## src/rtl/fifo_pkg.sv

```systemverilog
// Shared helpers for the async FIFO pointer logic: Gray conversion, depth and pointer reset value.
// Conversions work on a wide zero-extended vector; callers size-cast the result to their pointer width.
package fifo_pkg;

    localparam int PTR_MAX_W = 32;

    localparam logic [PTR_MAX_W-1:0] PTR_RST_VAL = '0;

    function automatic int depth_of(input int ptr_width);
        return 1 << ptr_width;
    endfunction

    function automatic logic [PTR_MAX_W-1:0] bin2gray(input logic [PTR_MAX_W-1:0] bin);
        return bin ^ (bin >> 1);
    endfunction

    // Prefix XOR from the MSB down, done in log2 doubling steps.
    function automatic logic [PTR_MAX_W-1:0] gray2bin(input logic [PTR_MAX_W-1:0] gray);
        logic [PTR_MAX_W-1:0] bin;
        bin = gray;
        for (int s = 1; s < PTR_MAX_W; s = s * 2) begin
            bin = bin ^ (bin >> s);
        end
        return bin;
    endfunction

endpackage

```

## src/rtl/ptr_sync_2ff.sv

```systemverilog
// Two-flop synchronizer for a Gray-coded pointer crossing into the local clock domain.
// Latency is two local clock edges; both stages clear on the asynchronous reset.
module ptr_sync_2ff #(
    parameter int width = 4
) (
    input  logic             clk,
    input  logic             rst,
    input  logic [width-1:0] din,
    output logic [width-1:0] dout
);

    logic [width-1:0] meta;

    always_ff @(posedge clk or posedge rst) begin
        if (rst) begin
            meta <= '0;
            dout <= '0;
        end else begin
            meta <= din;
            dout <= meta;
        end
    end

endmodule

```

## src/rtl/wr_full_ctrl_unit.sv

```systemverilog
// Write-side control of the async FIFO: write counter, Gray pointer out, synced read pointer in,
// registered full flag, occupancy estimate, almost-full and a one-cycle overflow pulse.
module wr_full_ctrl_unit
    import fifo_pkg::*;
#(
    parameter int stk_ptr_width = 3,
    parameter int af_margin     = 1
) (
    input  logic                     clk_write,
    input  logic                     rst,
    input  logic                     write_to_stk,
    input  logic [stk_ptr_width:0]   rd_cntr_gray,
    output logic [stk_ptr_width:0]   wr_cntr,
    output logic [stk_ptr_width:0]   wr_cntr_gray,
    output logic [stk_ptr_width-1:0] write_ptr,
    output logic                     write_en,
    output logic                     stk_full,
    output logic                     stk_almost_full,
    output logic [stk_ptr_width:0]   wr_level,
    output logic                     wr_overflow
);

    localparam int W     = stk_ptr_width;
    localparam int PW    = stk_ptr_width + 1;
    localparam int DEPTH = depth_of(stk_ptr_width);

    localparam logic [PW-1:0] AF_LEVEL = PW'(DEPTH - af_margin);

    logic [PW-1:0] wr_cntr_nxt;
    logic [PW-1:0] wr_gray_nxt;
    logic [PW-1:0] rd_sync2;
    logic [PW-1:0] rd_sync_bin;
    logic [PW-1:0] full_match;
    logic          full_nxt;

    ptr_sync_2ff #(
        .width (PW)
    ) u_rd_sync (
        .clk   (clk_write),
        .rst   (rst),
        .din   (rd_cntr_gray),
        .dout  (rd_sync2)
    );

    assign write_en    = write_to_stk & ~stk_full;
    assign write_ptr   = wr_cntr[W-1:0];
    assign wr_cntr_nxt = wr_cntr + {{(PW-1){1'b0}}, write_en};
    assign wr_gray_nxt = PW'(bin2gray(PTR_MAX_W'(wr_cntr_nxt)));

    // Full when the next write pointer sits exactly one lap ahead of the synced read pointer;
    // in Gray code that is the read pointer with its top two bits inverted.
    assign full_match  = {~rd_sync2[W:W-1], rd_sync2[W-2:0]};
    assign full_nxt    = (wr_gray_nxt == full_match);

    // The read pointer seen here is stale, so this never undercounts the true occupancy.
    assign rd_sync_bin     = PW'(gray2bin(PTR_MAX_W'(rd_sync2)));
    assign wr_level        = wr_cntr - rd_sync_bin;
    assign stk_almost_full = (wr_level >= AF_LEVEL);

    always_ff @(posedge clk_write or posedge rst) begin
        if (rst) begin
            wr_cntr      <= PW'(PTR_RST_VAL);
            wr_cntr_gray <= PW'(PTR_RST_VAL);
            stk_full     <= 1'b0;
            wr_overflow  <= 1'b0;
        end else begin
            wr_cntr      <= wr_cntr_nxt;
            wr_cntr_gray <= wr_gray_nxt;
            stk_full     <= full_nxt;
            wr_overflow  <= write_to_stk & stk_full;
        end
    end

endmodule

```

## config.mk

```make
export PLATFORM = sky130hd
export DESIGN_NAME = wr_full_ctrl_unit
export DESIGN_NICKNAME = d
export VERILOG_FILES = /design/src/rtl/fifo_pkg.sv /design/src/rtl/ptr_sync_2ff.sv /design/src/rtl/wr_full_ctrl_unit.sv
export SDC_FILE = /design/constraint.sdc
export NUM_CORES = 1
export LEC_CHECK = 0
export ABC_CLOCK_PERIOD_IN_PS = 6500
export BUFFER_PORTS_ARGS = -buffer_cell sky130_fd_sc_hd__buf_2
export CAP_MARGIN = 15
export CORE_MARGIN = 2
export CORE_UTILIZATION = 51
export DETAILED_ROUTE_END_ITERATION = 12
export PLACE_DENSITY = 0.83
export SETUP_SLACK_MARGIN = 0.1
export SKIP_LAST_GASP = 1
export SYNTH_ARGS = -nofsm -noshare
export SYNTH_HDL_FRONTEND = slang
export SYNTH_SLANG_ARGS = --single-unit
```

## constraint.sdc

```tcl
create_clock -name clk_write -period 6.5 [get_ports clk_write]
set_input_delay 0.975 -clock clk_write [delete_from_list [all_inputs] [get_ports clk_write]]
set_output_delay 0.975 -clock clk_write [all_outputs]
set_load 0.005 [all_outputs]
```

==> impl_metrics.tcl, run 1 <==
set metrics [dict create \
    status "finished clean" \
    worstPathRequired_ns 5.52 \
    finalHoldViolations 0 \
    port_buffers 25 \
    ys_seq_area_share_pct 55.0 \
    final_common_cell "buf_2" \
    viasPerCell 4.93 \
    start_util_pct 53.2 \
    syn_area_um2 773 \
    drtIter0Drc 3 \
    yosys-top-cells-area "dfrtp_1, xor2_1, ha_1" \
    htreeDepth 1 \
    cp_common_cell "xnor2_1" \
    cts_tree "done" \
    drtPass1Iterations 4 \
    gr-usage-met3_pct 3.83 \
    worst_pin_slew_ns 0.621 \
    hold_buffers 0 \
    synth.avg_cell_area_um2 12.3 \
    clk_latency_ns 0.27 \
    vias 513 \
    ioPinCount 26 \
    p_clk_share_pct 11.5 \
    final_util_pct 62.9 \
    power_frac_seq_pct 35.6 \
    seqCellArea_um2 425 \
    finalCritPeriodShare_pct 52.0 \
    met2_usage_pct 24.5 \
    finalCriticalPeriod_ns 3.38 \
    antenna_cells 0 \
    ant_nets 0 \
    end_kind "primary output" \
    postSynthCellCount 63 \
    slowest_stage "dfrtp_1" \
    final_cell_mix "buf_2, dfrtp_1, xor2_1, inv_1, ha_1" \
    crit_cells 9 \
    drive_gt1_share_pct 33.0 \
    dieHeight_um 42.9 \
    overflow 0 \
    tns_ns 0 \
    avgRoutedWirePerCell_um 11.2 \
    final_nets 102 \
    mappedNetlistNets 76 \
    routabilityCongestion 0.718 \
    drv_cap 0 \
    cts.clk_slew.worst_paths_ns 0.09 \
    grt.total_usage_pct 14.7 \
    fp.dieArea_um2 1840 \
    rr_worst_depth 7 \
    comb_power_share_pct 52.9 \
    grt_setup_unrepaired "no" \
    synth_seq_cells 17 \
    post-place-cells 100 \
    cts_buffers 3 \
    ir_worst_vdd_v 0.000276 \
    intPower_uw 279 \
    path_buf_inv 1 \
    relSlewSlack_pct 58.5 \
    core_um2 1450 \
    grt_max_degree 18 \
    worstPathArrival_ns 2.40 \
    synth.distinct_cells 17 \
    final_cells 104 \
    fmax_mhz 296 \
    finalSetupViolations 0 \
    top_usage_layer "met2" \
    fillers 113 \
    cp_top_family "XOR/XNOR gates" \
    crit_chain "xnor2_1 -> xor2_1 -> xnor2_1 -> ha_1 -> fa_1 -> xnor2_1 -> nand3_1 -> o21ai_0 -> buf_2" \
    dp_hpwl_um 934 \
    routed_wl_um 1160 \
    postCtsSetupBuffers 0 \
    grt_pass1_wl_um 1950 \
    power_density_nw_per_um2 497 \
    synth_top_cell_by_area "dfrtp_1" \
    clockBufferDepth 2 \
    grt_pass1_vias 489 \
    leakagePower_nw 0.482 \
    cp_slowest_stage_delay_ns 0.43 \
    yosys.area.top_type_share_pct 55.0 \
    area_growth_pct 18.3 \
    die_w_um 42.9 \
    row_count 14 \
    hold_class "flop to flop" \
    route.detailed.drc 0 \
    netSwitchingPower_uw 176 \
    antenna_found_initial 0 \
    finClkSkew_ns 0.00296 \
    multi_input_area_um2 288 \
    yosys_warnings 0 \
    cp-start-kind "flop" \
    post_cts_resize_count 0 \
    holdPathStages 0 \
    p_total_uw 455 \
    final_max_slew_viol_count 0 \
    numClockSinks 17 \
    crit_type "flop to primary output" \
    met1_usage_pct 16.8 \
    swShare_pct 38.6 \
    cts_root_buf "clkbuf_4" \
    cp_max_fo 4 \
]
[worst paths after layout]
| path | start | to | slack, ns |
|---|---|---|---|
| max | u_rd_sync.dout[3]$_DFF_PP0_ | stk_almost_full | 3.12 |
| min | u_rd_sync.meta[2]$_DFF_PP0_ | u_rd_sync.dout[2]$_DFF_PP0_ | 0.35 |
| max reg2reg | stk_full$_DFF_PP0_ | stk_full$_DFF_PP0_ | 4.45 |
| min reg2reg | u_rd_sync.meta[2]$_DFF_PP0_ | u_rd_sync.dout[2]$_DFF_PP0_ | 0.35 |
| max in group asynchronous | rst | wr_cntr_gray[0]$_DFF_PP0_ | 5.34 |
| min in group asynchronous | rst | u_rd_sync.dout[3]$_DFF_PP0_ | 0.76 |
[registers in the layout, indices dropped and copies added, names as in the netlist]
signal,cells
u_rd_sync.dout,4
u_rd_sync.meta,4
wr_cntr,4
wr_cntr_gray,3
stk_full,1
wr_overflow,1
[synth_stat cells, drive strengths merged]
| cell type | n |
|---|---|
| dfrtp | 17 |
| xor2 | 9 |
| inv | 8 |
| ha | 5 |
| buf | 4 |
| nand3 | 4 |
| xnor2 | 4 |
| nor2b | 2 |
| o21ai | 2 |
| or3 | 2 |
| a21oi | 1 |
| a22oi | 1 |
| and2 | 1 |
| and3 | 1 |
| fa | 1 |
| nor2 | 1 |
[logic make-up (layout without fill, tap and decap cells)]
logic type	after synthesis	after routing	synth area share, %
flops	17	17	55.0
compound gates	4	4	2.91
fa+ha+maj	6	6	10.7
buf+inv	12	37	7.77
simple gates	11	11	7.93
xor+xnor	13	13	15.7
[layer usage]
layer / vias up / routed length (µm)
met5: - / 0
met4: 0 / 0
met3: 0 / 51
met2: 13 / 625
met1: 255 / 487
li1: 245 / -
[per-stage QoR]
stage | hold slack (ns) | instance area [µm²] | setup slack (ns)
2_1_floorplan | 0.331 | 773 | 3.60
3_3_place_gp | 0.332 | 888 | 3.50
3_5_place_dp | 0.335 | 888 | 3.40
4_1_cts | 0.358 | 915 | 3.08
5_1_grt | 0.362 | 915 | 2.90
6_report | 0.354 | 915 | 3.12
[worst reg2reg max path, stage by stage (launching register included)]
cell,delay (ns)
dfrtp_1,0.39
nor2b_1,0.17
ha_1,0.19
ha_1,0.19
xor2_2,0.33
xor2_1,0.14
or3_1,0.36
a22oi_1,0.20
[power by group through the flow]
stage	clock network, mW	logic [mW]	registers (mW)
floorplan	0	0.163	0.165
CTS	0.0547	0.244	0.163
finish	0.0525	0.241	0.162
global route	0.0596	0.272	0.167
global placement	0	0.237	0.163
detailed placement	0	0.242	0.164
[layout make-up]
type                       instances  share of cell area (%)
sequential                        17                    46.5
multi-input combinational         34                    31.5
timing repair buffer              25                    13.7
inverter                           8                    3.28
clock buffer                       4                    2.87
tap                               16                    2.19
(Power assumes the default switching activity.)
==> run 2: changes to the inputs <==
--- a/config.mk
+++ b/config.mk
@@ -5,13 +5,15 @@
 export SDC_FILE = /design/constraint.sdc
 export NUM_CORES = 1
 export LEC_CHECK = 0
-export ABC_CLOCK_PERIOD_IN_PS = 6500
+export ABC_AREA = 1
+export ABC_CLOCK_PERIOD_IN_PS = 3000
 export BUFFER_PORTS_ARGS = -buffer_cell sky130_fd_sc_hd__buf_2
 export CAP_MARGIN = 15
+export CORE_ASPECT_RATIO = 1.2
 export CORE_MARGIN = 2
-export CORE_UTILIZATION = 51
+export CORE_UTILIZATION = 44
 export DETAILED_ROUTE_END_ITERATION = 12
-export PLACE_DENSITY = 0.83
+export PLACE_DENSITY = 0.74
 export SETUP_SLACK_MARGIN = 0.1
 export SKIP_LAST_GASP = 1
 export SYNTH_ARGS = -nofsm -noshare
==> constraint.sdc (replaced) <==
create_clock -name clk_write -period 3 [get_ports clk_write]
set_input_delay 0.45 -clock clk_write [delete_from_list [all_inputs] [get_ports clk_write]]
set_output_delay 0.45 -clock clk_write [all_outputs]
set_load 0.005 [all_outputs]
==> impl_metrics.tcl, run 2 <==
set metrics [dict create \
    cts_tree "done" \
    final_cells 144 \
    post-place-cells 140 \
    rr_worst_depth 10 \
    drtIter0Drc 9 \
    dieHeight_um 53.2 \
    finalSetupViolations 0 \
    cts_buffers 3 \
    relSlewSlack_pct 59.5 \
    row_count 17 \
    multi_input_area_um2 357 \
    cts.clk_slew.worst_paths_ns 0.09 \
    final_nets 139 \
    synth_edf_count 0 \
    fp.dieArea_um2 2390 \
    grt_setup_unrepaired "no" \
    synth.avg_cell_area_um2 8.87 \
    worst_pin_slew_ns 0.606 \
    finalHoldViolations 0 \
    antenna_found_initial 0 \
    grt_max_degree 18 \
    syn_area_um2 887 \
    vias 682 \
    area_growth_pct 16.4 \
    synth_ff_type "dfrtp_1" \
    timing.rr.end "stk_full$_DFF_PP0_" \
    ys_seq_area_share_pct 48.0 \
    grt_pass1_vias 641 \
    htreeDepth 1 \
    finClkSkew_ns 0.000848 \
    dp_hpwl_um 1160 \
    drv_cap 0 \
    numClockSinks 17 \
    end_kind "primary output" \
    fillers 181 \
    port_buffers 25 \
    route.detailed.drc 0 \
    yosys-top-cells-area "dfrtp_1, nand2_1, inv_1" \
    synth_seq_cells 17 \
    core_um2 1870 \
    start_util_pct 47.4 \
    grt.total_usage_pct 15.1 \
    antenna_cells 0 \
    crit_type "flop to primary output" \
    synth_top_cell_by_area "dfrtp_1" \
    tns_ns 0 \
    hold_class "input port to async pin" \
    synth_async_sr_flop_share_pct 100 \
    routabilityCongestion 0.795 \
    clk_latency_ns 0.29 \
    yosys-top-cells-count "nand2_1, inv_1, dfrtp_1, nand3_1, ha_1" \
    postSynthCellCount 100 \
    yosys.area.top_type_share_pct 48.0 \
    finalCritPeriodShare_pct 86.9 \
    cp_max_fo 3 \
    status "finished clean" \
    hold_buffers 0 \
    routed_wl_um 1400 \
    worstPathRequired_ns 2.55 \
    synth_most_common_cell "nand2_1" \
    grt_pass1_wl_um 2600 \
    reg_top3 "u_rd_sync.dout x4, u_rd_sync.meta x4, wr_cntr x4" \
    ioPinCount 26 \
    leakagePower_nw 0.612 \
    worstPathArrival_ns 2.16 \
    finalCriticalPeriod_ns 2.61 \
    drtPass1Iterations 4 \
    cp-start-kind "flop" \
    overflow 0 \
    cts_root_buf "clkbuf_4" \
    postCtsSetupBuffers 0 \
    ant_nets 0 \
    worstReg2RegStart "stk_full$_DFF_PP0_" \
    final_util_pct 55.1 \
    synth.distinct_cells 18 \
    clockBufferDepth 2 \
    yosys_warnings 0 \
    mappedNetlistNets 113 \
    power_density_nw_per_um2 1050 \
    ir_worst_vdd_v 0.000582 \
    rrSetupSlack_ns 1.22 \
    viasPerCell 4.74 \
    final_max_slew_viol_count 0 \
    drive_gt1_share_pct 28.8 \
    fmax_mhz 384 \
    die_w_um 45.0 \
    avgRoutedWirePerCell_um 9.69 \
    post_cts_resize_count 0 \
    final_cell_mix "nand2_1, buf_2, inv_1" \
    seqCellArea_um2 425 \
]
==> run 2: cell types whose count changed in the layout (fill, tap and decap cells not counted), moves of 2 or more <==
| cell | change |
|---|---|
| or3_1 | -2 |
| xor2_1 | -7 |
| nor2b_1 | -2 |
| nand2_2 | +4 |
| nand2_1 | +25 |
| nor2_2 | +2 |
| inv_1 | +11 |
| nand3_1 | +7 |
==> run 2: how the worst max path moves through the flow <==
stage	startpoint	to	slack (ns)	cells after the start
global route	u_rd_sync.dout[2]$_DFF_PP0_	stk_almost_full	0.19	9
global placement	u_rd_sync.dout[2]$_DFF_PP0_	stk_almost_full	0.74	9
CTS	u_rd_sync.dout[2]$_DFF_PP0_	stk_almost_full	0.37	9
floorplan	u_rd_sync.dout[2]$_DFF_PP0_	stk_almost_full	0.80	8
finish	u_rd_sync.dout[2]$_DFF_PP0_	stk_almost_full	0.39	9
detailed placement	u_rd_sync.dout[2]$_DFF_PP0_	stk_almost_full	0.70	9
==> run 2: where the power goes <==
part	switching, mW	total [mW]	internal [mW]
registers	0.0538	0.347	0.293
logic	0.344	0.617	0.273
clock network	0.0662	0.118	0.0518
total	0.464	1.08	0.618
==> run 2: layer usage <==
metal | vias to the layer above | share of wire [%] | GRT usage (%) | wire length [µm]
met5 | - | 0 | 0 | 0
met4 | 0 | 3.0 | 8.82 | 42
met3 | 5 | 6.5 | 2.05 | 90
met2 | 23 | 48 | 24.5 | 664
met1 | 304 | 43 | 18.8 | 597
li1 | 350 | - | - | -
==> run 2: critical path, cell delays in order, from the launching register on <==
cell and delay, ns:
dfrtp_1 0.43, xnor2_2 0.24, xnor2_1 0.14, inv_1 0.05, ha_1 0.20, fa_1 0.38
xnor2_1 0.17, nand3_1 0.08, nand2_1 0.06, buf_2 0.10
==> run 2: cells by family after synthesis <==
group | synth area share, %
XOR/XNOR | 6.77
AO/OA/AOI/OAI | 1.13
flip-flops | 48.0
AND/OR/NAND/NOR | 23.0
adder cells (fa/ha/maj) | 9.31
buffers and inverters | 11.8
==> run 2: layout make-up <==
type                    instances  area share [%]
well taps                      19            2.30
flip-flops and latches         17            41.2
inverters                      20            7.27
multi-input cells              59            34.5
repair buffers                 25            12.1
clock buffers                   4            2.55
==> run 2: stage by stage <==
stage               cell area [µm²]  worst slack (ns)  hold slack, ns  power (mW)
global placement               1010             0.740           0.332       0.960
CTS                            1030             0.373           0.241        1.10
global route                   1030             0.188           0.236        1.23
floorplan                       887             0.802           0.331       0.789
detailed placement             1010             0.698           0.337       0.980
finish                         1030             0.394           0.216        1.08
==> run 3: changes to the inputs <==
--- a/config.mk
+++ b/config.mk
@@ -13,7 +13,7 @@
 export CORE_MARGIN = 2
 export CORE_UTILIZATION = 44
 export DETAILED_ROUTE_END_ITERATION = 12
-export PLACE_DENSITY = 0.74
+export PLACE_DENSITY = 0.83
 export SETUP_SLACK_MARGIN = 0.1
 export SKIP_LAST_GASP = 1
 export SYNTH_ARGS = -nofsm -noshare
==> impl_metrics.tcl, run 3 (synthesis results as in run 2) <==
set metrics [dict create \
    status "finished clean" \
    cp_max_fo 3 \
    comb_power_share_pct 57.6 \
    viasPerCell 4.87 \
    netSwitchingPower_uw 470 \
    crit_start "u_rd_sync.dout[2]$_DFF_PP0_" \
    fmax_mhz 376 \
    routabilityCongestion 0.803 \
    grt_pass1_vias 678 \
    area_growth_pct 16.4 \
    antenna_cells 0 \
    power_density_nw_per_um2 1050 \
    ant_nets 0 \
    final_cell_mix "nand2_1, buf_2, inv_1" \
    final_nets 139 \
    worstPathRequired_ns 2.55 \
    dieHeight_um 53.2 \
    routed_wl_um 1500 \
    dp_hpwl_um 1240 \
    row_count 17 \
    htreeDepth 1 \
    worstReg2RegStart "stk_full$_DFF_PP0_" \
    grt.total_usage_pct 15.7 \
    finClkSkew_ns 0.00681 \
    numClockSinks 17 \
    finalHoldViolations 0 \
    core_um2 1870 \
    holdWs_ns 0.227 \
    tns_ns 0 \
    postCtsSetupBuffers 0 \
    cts_root_buf "clkbuf_4" \
    reg_top3 "u_rd_sync.dout x4, u_rd_sync.meta x4, wr_cntr x4" \
    vias 701 \
    swShare_pct 43.2 \
    antenna_found_initial 0 \
    grt_max_degree 18 \
    relSlewSlack_pct 58.9 \
    ioPinCount 26 \
    clockBufferDepth 2 \
    final_max_slew_viol_count 0 \
    route.detailed.drc 0 \
    overflow 0 \
    hold_buffers 0 \
    power_frac_seq_pct 31.9 \
    intPower_uw 619 \
    ir_worst_vdd_v 0.000514 \
    port_buffers 25 \
    fp.dieArea_um2 2390 \
    cts_buffers 3 \
    finalSetupViolations 0 \
    p_clk_share_pct 10.5 \
    drive_gt1_share_pct 28.8 \
    cts.clk_slew.worst_paths_ns 0.09 \
    finalCriticalPeriod_ns 2.66 \
    drtIter0Drc 6 \
    hold_class "input port to async pin" \
    clk_latency_ns 0.28 \
    cp-start-kind "flop" \
    worst_pin_slew_ns 0.616 \
    start_util_pct 47.4 \
    finalCritPeriodShare_pct 88.6 \
    avgRoutedWirePerCell_um 10.4 \
    grt_pass1_wl_um 2710 \
    cts_tree "done" \
    end_kind "primary output" \
    worstPathArrival_ns 2.21 \
    rrSetupSlack_ns 1.18 \
    drv_cap 0 \
    drtPass1Iterations 4 \
    grt_setup_unrepaired "no" \
    rr_worst_depth 10 \
    die_w_um 45.0 \
    post_cts_resize_count 0 \
    leakagePower_nw 0.612 \
    crit_type "flop to primary output" \
    timing.rr.end "stk_full$_DFF_PP0_" \
]
## run 3: stage by stage
| stage | power, mW | utilization (%) | worst slack, ns | std cells | instance area (µm²) |
|---|---|---|---|---|---|
| global route | 1.22 | 55.1 | 0.127 | 144 | 1030 |
| detailed placement | 0.985 | 53.7 | 0.626 | 140 | 1010 |
| CTS | 1.11 | 55.1 | 0.308 | 144 | 1030 |
| floorplan | 0.789 | - | 0.802 | 100 | 887 |
| finish | 1.09 | 55.1 | 0.342 | 144 | 1030 |
| global placement | 0.954 | 53.7 | 0.746 | 140 | 1010 |
## run 3: layout make-up
| class | count | area [µm²] |
|---|---|---|
| flip-flops and latches | 17 | 425 |
| clock buffers | 4 | 26.3 |
| repair buffers | 25 | 125 |
| multi-input cells | 59 | 357 |
| well taps | 19 | 23.8 |
| inverters | 20 | 75.1 |
| fillers | 174 | 840 |
## run 3: how the worst max path moves through the flow
stage               slack (ns)  depth (start not counted)         endpoint
global route              0.13                          9  stk_almost_full
detailed placement        0.63                          9  stk_almost_full
CTS                       0.31                          9  stk_almost_full
global placement          0.75                          9  stk_almost_full
floorplan                 0.80                          8  stk_almost_full
finish                    0.34                          9  stk_almost_full
## run 3: worst max-delay path: stages (launching register included)
cell and delay (ns):
dfrtp_1 0.42, xnor2_2 0.26, xnor2_1 0.15, inv_1 0.06, ha_1 0.20, fa_1 0.39, xnor2_1 0.20, nand3_1 0.09
nand2_1 0.07, buf_2 0.10
## run 3: layer usage
| layer | routed length, µm | global-route usage, % |
|---|---|---|
| met5 | 0 | 0 |
| met4 | 29 | 8.82 |
| met3 | 79 | 1.02 |
| met2 | 804 | 27.6 |
| met1 | 587 | 18.4 |
## run 3: power groups by stage
| stage | combinational, mW | sequential (mW) | clock, mW |
|---|---|---|---|
| after floorplan | 0.437 | 0.353 | 0 |
| final | 0.628 | 0.347 | 0.114 |
| after detailed placement | 0.632 | 0.352 | 0 |
| after global routing | 0.731 | 0.359 | 0.132 |
| after global placement | 0.604 | 0.350 | 0 |
| after CTS | 0.636 | 0.349 | 0.121 |
